File: src/rtl/uart_rx_fsm.sv
// ---------------------------------------------------------------------------
// uart_rx_fsm
//   Control FSM of an oversampling UART receiver. Tracks the position inside
//   the frame (edge_cnt within a bit, bit_cnt within the frame), tells the
//   deserializer when to store each data bit, checks parity and stop bit,
//   and pulses data_valid when a frame completes cleanly.
//
// Ports
//   CLK          oversampling clock, rising edge
//   RST          asynchronous reset, active low
//   RX_IN        serial line (idle high), already synchronised
//   PRESCALE     oversampling ratio (8, 16 or 32)
//   PAR_EN       parity bit present after the data bits
//   PAR_TYP      0 = even parity, 1 = odd parity
//   sampled_bit  majority-voted bit from the data sampler
//   dat_samp_en  data sampler enable (high whenever a frame is in progress)
//   edge_cnt     oversample index within the current bit
//   bit_cnt      frame bit index: 0 idle, 1 start, 2..9 data, 10/11 parity/stop
//   deser_en     one-cycle strobe: store sampled_bit at index bit_cnt-2
//   par_err      parity mismatch in the current/last frame
//   stop_err     stop bit sampled low in the current/last frame
//   data_valid   one-cycle pulse at the end of an error-free frame
// ---------------------------------------------------------------------------
module uart_rx_fsm #(
    parameter int PRESCALE_W = 6
) (
    input  logic                  CLK,
    input  logic                  RST,
    input  logic                  RX_IN,
    input  logic [PRESCALE_W-1:0] PRESCALE,
    input  logic                  PAR_EN,
    input  logic                  PAR_TYP,
    input  logic                  sampled_bit,
    output logic                  dat_samp_en,
    output logic [PRESCALE_W-1:0] edge_cnt,
    output logic [3:0]            bit_cnt,
    output logic                  deser_en,
    output logic                  par_err,
    output logic                  stop_err,
    output logic                  data_valid
);

    typedef enum logic [2:0] {
        IDLE   = 3'd0,
        START  = 3'd1,
        DATA   = 3'd2,
        PARITY = 3'd3,
        STOP   = 3'd4
    } state_t;

    state_t                state_reg, state_next;
    logic [PRESCALE_W-1:0] edge_cnt_reg, edge_cnt_next;
    logic [3:0]            bit_cnt_reg, bit_cnt_next;
    logic                  par_acc_reg, par_acc_next;
    logic                  par_err_reg, par_err_next;
    logic                  stop_err_reg, stop_err_next;
    logic                  par_en_reg, par_en_next;
    logic                  par_typ_reg, par_typ_next;
    logic                  enter_start;
    logic                  check_pt;
    logic                  bit_end;

    // The sampler needs a couple of cycles after mid-bit to finish its vote,
    // so the decision point sits two samples past the bit centre.
    assign check_pt = (edge_cnt_reg == (PRESCALE >> 1) + PRESCALE_W'(2));
    assign bit_end  = (edge_cnt_reg == PRESCALE - PRESCALE_W'(1));

    // State and datapath registers
    always_ff @(posedge CLK or negedge RST) begin
        if (!RST) begin
            state_reg    <= IDLE;
            edge_cnt_reg <= '0;
            bit_cnt_reg  <= '0;
            par_acc_reg  <= 1'b0;
            par_err_reg  <= 1'b0;
            stop_err_reg <= 1'b0;
            par_en_reg   <= 1'b0;
            par_typ_reg  <= 1'b0;
        end else begin
            state_reg    <= state_next;
            edge_cnt_reg <= edge_cnt_next;
            bit_cnt_reg  <= bit_cnt_next;
            par_acc_reg  <= par_acc_next;
            par_err_reg  <= par_err_next;
            stop_err_reg <= stop_err_next;
            par_en_reg   <= par_en_next;
            par_typ_reg  <= par_typ_next;
        end
    end

    // Next-state and next-datapath logic
    always_comb begin
        state_next    = state_reg;
        edge_cnt_next = bit_end ? '0 : edge_cnt_reg + PRESCALE_W'(1);
        bit_cnt_next  = bit_end ? bit_cnt_reg + 4'd1 : bit_cnt_reg;
        par_acc_next  = par_acc_reg;
        par_err_next  = par_err_reg;
        stop_err_next = stop_err_reg;
        par_en_next   = par_en_reg;
        par_typ_next  = par_typ_reg;
        enter_start   = 1'b0;

        case (state_reg)
            IDLE: begin
                edge_cnt_next = '0;
                bit_cnt_next  = 4'd0;
                if (!RX_IN) begin
                    state_next  = START;
                    enter_start = 1'b1;
                end
            end
            START: begin
                // A start bit that reads high at mid-bit was a line glitch
                if (check_pt && sampled_bit) begin
                    state_next    = IDLE;
                    edge_cnt_next = '0;
                    bit_cnt_next  = 4'd0;
                end else if (bit_end) begin
                    state_next = DATA;
                end
            end
            DATA: begin
                if (check_pt) begin
                    par_acc_next = par_acc_reg ^ sampled_bit;
                end
                if (bit_end && (bit_cnt_reg == 4'd9)) begin
                    state_next = par_en_reg ? PARITY : STOP;
                end
            end
            PARITY: begin
                if (check_pt) begin
                    par_err_next = (sampled_bit != (par_acc_reg ^ par_typ_reg));
                end
                if (bit_end) begin
                    state_next = STOP;
                end
            end
            STOP: begin
                if (check_pt) begin
                    stop_err_next = !sampled_bit;
                end
                if (bit_end) begin
                    // A low line here is the next start bit already under way
                    if (!RX_IN) begin
                        state_next  = START;
                        enter_start = 1'b1;
                    end else begin
                        state_next    = IDLE;
                        edge_cnt_next = '0;
                        bit_cnt_next  = 4'd0;
                    end
                end
            end
            default: begin
                state_next    = IDLE;
                edge_cnt_next = '0;
                bit_cnt_next  = 4'd0;
            end
        endcase

        // Every frame starts from a clean slate with its own framing options
        if (enter_start) begin
            edge_cnt_next = '0;
            bit_cnt_next  = 4'd1;
            par_acc_next  = 1'b0;
            par_err_next  = 1'b0;
            stop_err_next = 1'b0;
            par_en_next   = PAR_EN;
            par_typ_next  = PAR_TYP;
        end
    end

    // Output logic
    always_comb begin
        dat_samp_en = (state_reg != IDLE);
        deser_en    = (state_reg == DATA) && check_pt;
        // stop_err for this frame was captured at the check point, earlier
        // in the same stop bit, so the register is already current here.
        data_valid  = (state_reg == STOP) && bit_end && !par_err_reg && !stop_err_reg;
        edge_cnt    = edge_cnt_reg;
        bit_cnt     = bit_cnt_reg;
        par_err     = par_err_reg;
        stop_err    = stop_err_reg;
    end

endmodule

File: config.mk
export PLATFORM = sky130hd
export DESIGN_NAME = uart_rx_fsm
export DESIGN_NICKNAME = d
export VERILOG_FILES = /design/src/rtl/uart_rx_fsm.sv
export SDC_FILE = /design/constraint.sdc
export NUM_CORES = 1
export LEC_CHECK = 0
export CAP_MARGIN = 5
export CORE_ASPECT_RATIO = 1.5
export CORE_MARGIN = 5
export CORE_UTILIZATION = 35
export DETAILED_ROUTE_END_ITERATION = 16
export DONT_BUFFER_PORTS = 1
export GPL_ROUTABILITY_DRIVEN = 0
export GPL_TIMING_DRIVEN = 0
export PLACE_DENSITY = 0.53
export SKIP_CTS_REPAIR_TIMING = 1
export SLEW_MARGIN = 15
export SYNTH_ARGS = -nofsm -noshare
export SYNTH_HDL_FRONTEND = slang
export SYNTH_SLANG_ARGS = --single-unit
export TNS_END_PERCENT = 30
File: constraint.sdc
create_clock -name CLK -period 2.5 [get_ports CLK]
set_input_delay 0.375 -clock CLK [delete_from_list [all_inputs] [get_ports CLK]]
set_output_delay 0.375 -clock CLK [all_outputs]
set_load 0.01 [all_outputs]
Word-level counts from Yosys, hierarchy flattened
Index checks and enable logic that the tools add are counted.
{"block": "word_totals", "mem_bits_ro": 0, "mem_bits_rw": 0, "latchBits": 0, "regBits": 18, "n_memories": 0}
{"block": "classes", "n_div": 0, "multipliers": 0, "n_bitwise": 2, "n_mux": 33, "n_lt_le_gt_ge": 0, "n_shift": 0, "eq_ne": 13, "reduce_logical": 20, "n_addsub": 4}
{"operator": "two-way mux 6 bit", "count": 5}
{"operator": "two-way mux 3 bit", "count": 7}
{"operator": "two-way mux 4 bit", "count": 5}
{"operator": "case mux 6 bit (3 select lines)", "count": 1}
{"operator": "case mux 3 bit (5 select lines)", "count": 1}
{"operator": "== test 6 bit", "count": 2}
{"operator": "two-way mux 1 bit", "count": 12}
{"operator": "case mux 4 bit (3 select lines)", "count": 1}
{"operator": "!= test 2 bit (second input constant)", "count": 4}
{"operator": "nonzero test 2 bit", "count": 4}
{"operator": "adder 5 x 2 -> 6 bit (second input constant)", "count": 1}
{"operator": "adder 6 x 1 -> 6 bit (second input constant)", "count": 1}
{"operator": "== test 3 x 2 -> 1 bit (second input constant)", "count": 2}
{"operator": "logical AND 1 bit", "count": 6}
{"operator": "AND reduction 2 bit", "count": 3}
{"operator": "subtractor 6 x 1 -> 6 bit (second input constant)", "count": 1}
{"operator": "AND reduction 5 bit", "count": 1}
{"operator": "adder 4 x 1 -> 4 bit (second input constant)", "count": 1}
{"operator": "== test 4 bit (second input constant)", "count": 1}
{"operator": "== test 3 x 1 -> 1 bit (second input constant)", "count": 1}
{"operator": "== test 3 bit (second input constant)", "count": 1}
{"operator": "zero test 1 bit", "count": 3}
{"operator": "zero test 3 bit", "count": 1}
{"operator": "!= test 3 bit (second input constant)", "count": 1}
{"operator": "5 further kinds", "count": 6}

Depth between registers and ports, before layout
{"block": "depth", "ltp_word": 7, "ltp_mapped": 9, "mapped_depth_nobuf": 8}

Worst setup path before layout
OpenSTA, ideal clock, no wires.
{"block": "synth_path", "path_type": "in2out", "start": "in PRESCALE[0]", "end": "out data_valid", "path_buffers": 1, "cell_stages": 8, "arrival_time_ps": 1874, "t_required_ps": 2125, "slack_ps": 251, "cell_sequence": "inv_1 -> ha_1 -> xnor2_1 -> xnor2_1 -> nand3_1 -> or3_1 -> buf_6 -> nor4_1"}
{"block": "synth_via", "elab_chain_len": 5}
{"element": "start, declared", "line_no": "30", "source": "input logic [PRESCALE_W-1:0] PRESCALE,"}
{"element": "subtractor 6 x 1 -> 6 bit", "line_no": "66", "source": "assign bit_end = (edge_cnt_reg == PRESCALE - PRESCALE_W'(1));"}
{"element": "== test 6 bit", "line_no": "66"}
{"element": "logical AND 1 bit (3 in series)", "line_no": "179", "source": "data_valid = (state_reg == STOP) && bit_end && !par_err_reg && !stop_err_reg;"}
{"element": "end, declared", "line_no": "40", "source": "output logic data_valid"}
No other way between the ends.

Final worst setup path
{"block": "layout_path", "start": "reg edge_cnt_reg[3], in the netlist edge_cnt[3]", "end": "out data_valid"}
{"block": "layout_via", "elab_chain_len": 4}
{"element": "start, declared", "line_no": "52", "source": "logic [PRESCALE_W-1:0] edge_cnt_reg, edge_cnt_next;"}
{"element": "start signal, assigned", "line_no": "81", "source": "edge_cnt_reg <= edge_cnt_next;"}
{"element": "== test 6 bit", "line_no": "66"}
{"element": "logical AND 1 bit (3 in series)", "line_no": "179"}
No other way between the ends.

==> impl_metrics.ini <==
[outcome]
status = completed

[drt]
via_per_inst = 5.62
wire_per_inst_um = 16.2
first_iter_violations = 39
via_count = 1163
drt_pre_antenna_iters = 5
antenna_left = 0
drc = 0
drt-total-wl_mm = 3.36

[clocking]
cts_tree = done
clk_pin_slew_ps = 70
clock_path_buffers = 2
clock-sinks = 18
htree_levels = 1
clock_latency_ps = 260
cts-root-buf = clkbuf_8
cts_buffers = 3

[logic_synthesis]
ys_seq_area_frac = 0.329
postSynth.asyncResetShare = 1.00
yosysMostFrequentCell = dfrtp_1
syn_area_um2 = 1370
synth_commonest_cells = dfrtp_1 (18), nor2_1 (16), inv_1 (12), xor2_1 (12)
yosysTopAreaCell = dfrtp_1
ys_ff_latch = 18
synth_ff_type = dfrtp_1
synthCells = 157
synthesis.nets = 176
yosysWarnings = 0
avgSynthCellArea_um2 = 8.71
synth_area_leaders = dfrtp_1 (33%), xor2_1 (7.7%), xnor2_1 (7.0%)
yosysUniqueCellTypes = 41
synth_edf_count = 0
synth_top_area_frac = 0.329

[worst_setup_path]
r2r_start = edge_cnt[3]$_DFF_PN0_
critPathKind = reg -> out
reg2reg_to = par_typ_reg$_DFFE_PN0P_
r2r_cells = 8
ff2ff_setup_slack_ps = 120
critical_path_required_ps = 2120
critPathMaxFanout = 6
arrival_ps = 2050
critical-path-slowest-cell = or3_4
crit_end = data_valid
end_kind = primary output
slowest_delay_ps = 450
critPathLaunch = edge_cnt[3]$_DFF_PN0_
cp-start-kind = flop
path_cells = buf_6 > xor2_1 > xnor2_1 > o21ai_2 > or3_4 > nor4_4

[timing]
fmax_mhz = 412
setup_slack_ps = 72.1
setup_viol = 0
min_period_ps = 2430
max_slew_margin = 0.443
fin_crit_sh = 0.971
worst_pin_slew_ps = 832
slew_violations = 0
worst_clock_skew_ps = 1.85
hold_viol_final = 0
rsz0062_at_grt = true

[floorplanning]
io_pins = 27
die_x_um = 61.0
die_area_um2 = 5280
die-height_um = 86.6
core_um2 = 3720
initial_core_util = 0.368
rows = 27

[cells_and_area]
fillers = 386
seq_area_um2 = 452
final_area_um2 = 1540
largest_register_ffs = 6
multi_input_area_um2 = 861
fin_nets = 185
antennaDiodeCount = 0
drive_gt1_frac = 0.140
fin_cells = 207
syn_to_final_growth_pct = 12.4

[grt]
grt.overflow.total = 0
first_global_vias = 1207
grt_pass1_wl_mm = 5.49
grt_antenna_before_repair = 0
grt_max_degree = 19
grt_util_all_layers = 0.135

[place]
dp_cells = 200
numPortBuffers = 0
place_area_um2 = 1420
hpwl_mm = 2.51
pre_cts_slack_ps = -11.3

[power]
p_leak_nw = 0.680
p_per_area_nw_per_um2 = 909
peakVddDrop_mv = 0.382

[hold_path]
hp-class = in -> reg
worstHoldPathCells = 1

[job]
drv_cap = 0
cells by family after synthesis:
family                     Yosys count  synth area share
DFF                                 18             0.329
xor gates and xnor gates            23             0.147
AOI/OAI and AO/OA                   28             0.156
and+or+nand+nor                     56             0.199
muxes                                5            0.0384
adders and majority gates            7            0.0640
buffers and inverters               20            0.0668
power breakdown:
group	internal (W)	switching, W	leakage, nW	total (W)
combinational	0.000283	0.000389	0.434	0.000671
sequential	0.000385	0.000135	0.225	0.000520
clock	0.000107	0.0000985	0.0216	0.000206
total	0.000775	0.000623	0.680	0.00140
routing by layer:
| metal | part of all wire | vias to the layer above | global-route usage | routed length [µm] |
|---|---|---|---|---|
| li1 | - | 561 | - | - |
| met4 | 0.018 | 0 | 0.0454 | 60 |
| met2 | 0.55 | 31 | 0.243 | 1860 |
| met3 | 0.068 | 7 | 0.0298 | 228 |
| met5 | 0 | - | 0 | 0 |
| met1 | 0.36 | 564 | 0.149 | 1210 |
metrics by stage:
stage,hold WS (ps),total power [W],TNS [ps],utilization
after floorplan,79.4,0.00101,0,-
after global placement,80.1,0.00113,0,0.382
after detailed placement,80.0,0.00115,-11.3,0.382
after CTS,-195,0.00136,-247,0.394
after global routing,261,0.00152,-17.3,0.414
final,247,0.00140,0,0.414
worst max-delay path: cells and delay by family (launching register included):
kind	cells	cell delay, ps
compound gates	1	100
xor+xnor	2	350
buf+inv	1	150
flops	1	420
simple gates	2	760
how the worst min path moves through the flow:
stage	slack (ps)	endpoint	startpoint
after floorplan	80	bit_cnt[0]$_DFF_PN0_	RST
after global placement	80	bit_cnt[3]$_DFF_PN0_	RST
after detailed placement	80	bit_cnt[3]$_DFF_PN0_	RST
after CTS	-190	bit_cnt[1]$_DFF_PN0_	RST
after global routing	260	par_en_reg$_DFFE_PN0P_	PAR_EN
final	250	par_en_reg$_DFFE_PN0P_	PAR_EN
cell usage in the layout (no fill, tap or decap), types with 3 or more instances in the layout:
master	n
a21oi_1	6
buf_4	5
clkbuf_1	3
clkbuf_8	3
dfrtp_1	17
ha_1	7
inv_1	12
mux2i_1	3
nand2_1	11
nand3_1	11
nand4_1	4
nor2_1	16
nor3_1	4
o21ai_0	5
o32ai_1	3
xnor2_1	10
xor2_1	12
final cells by class:
type | instances | share of cell area
plain buffers | 7 | 0.0293
clock buffers | 3 | 0.0269
inverters | 12 | 0.0293
multi-input cells | 119 | 0.560
flip-flops and latches | 18 | 0.294
well taps | 43 | 0.0350
repair buffers | 5 | 0.0260
No activity file was read; power rests on OpenSTA's default activity.
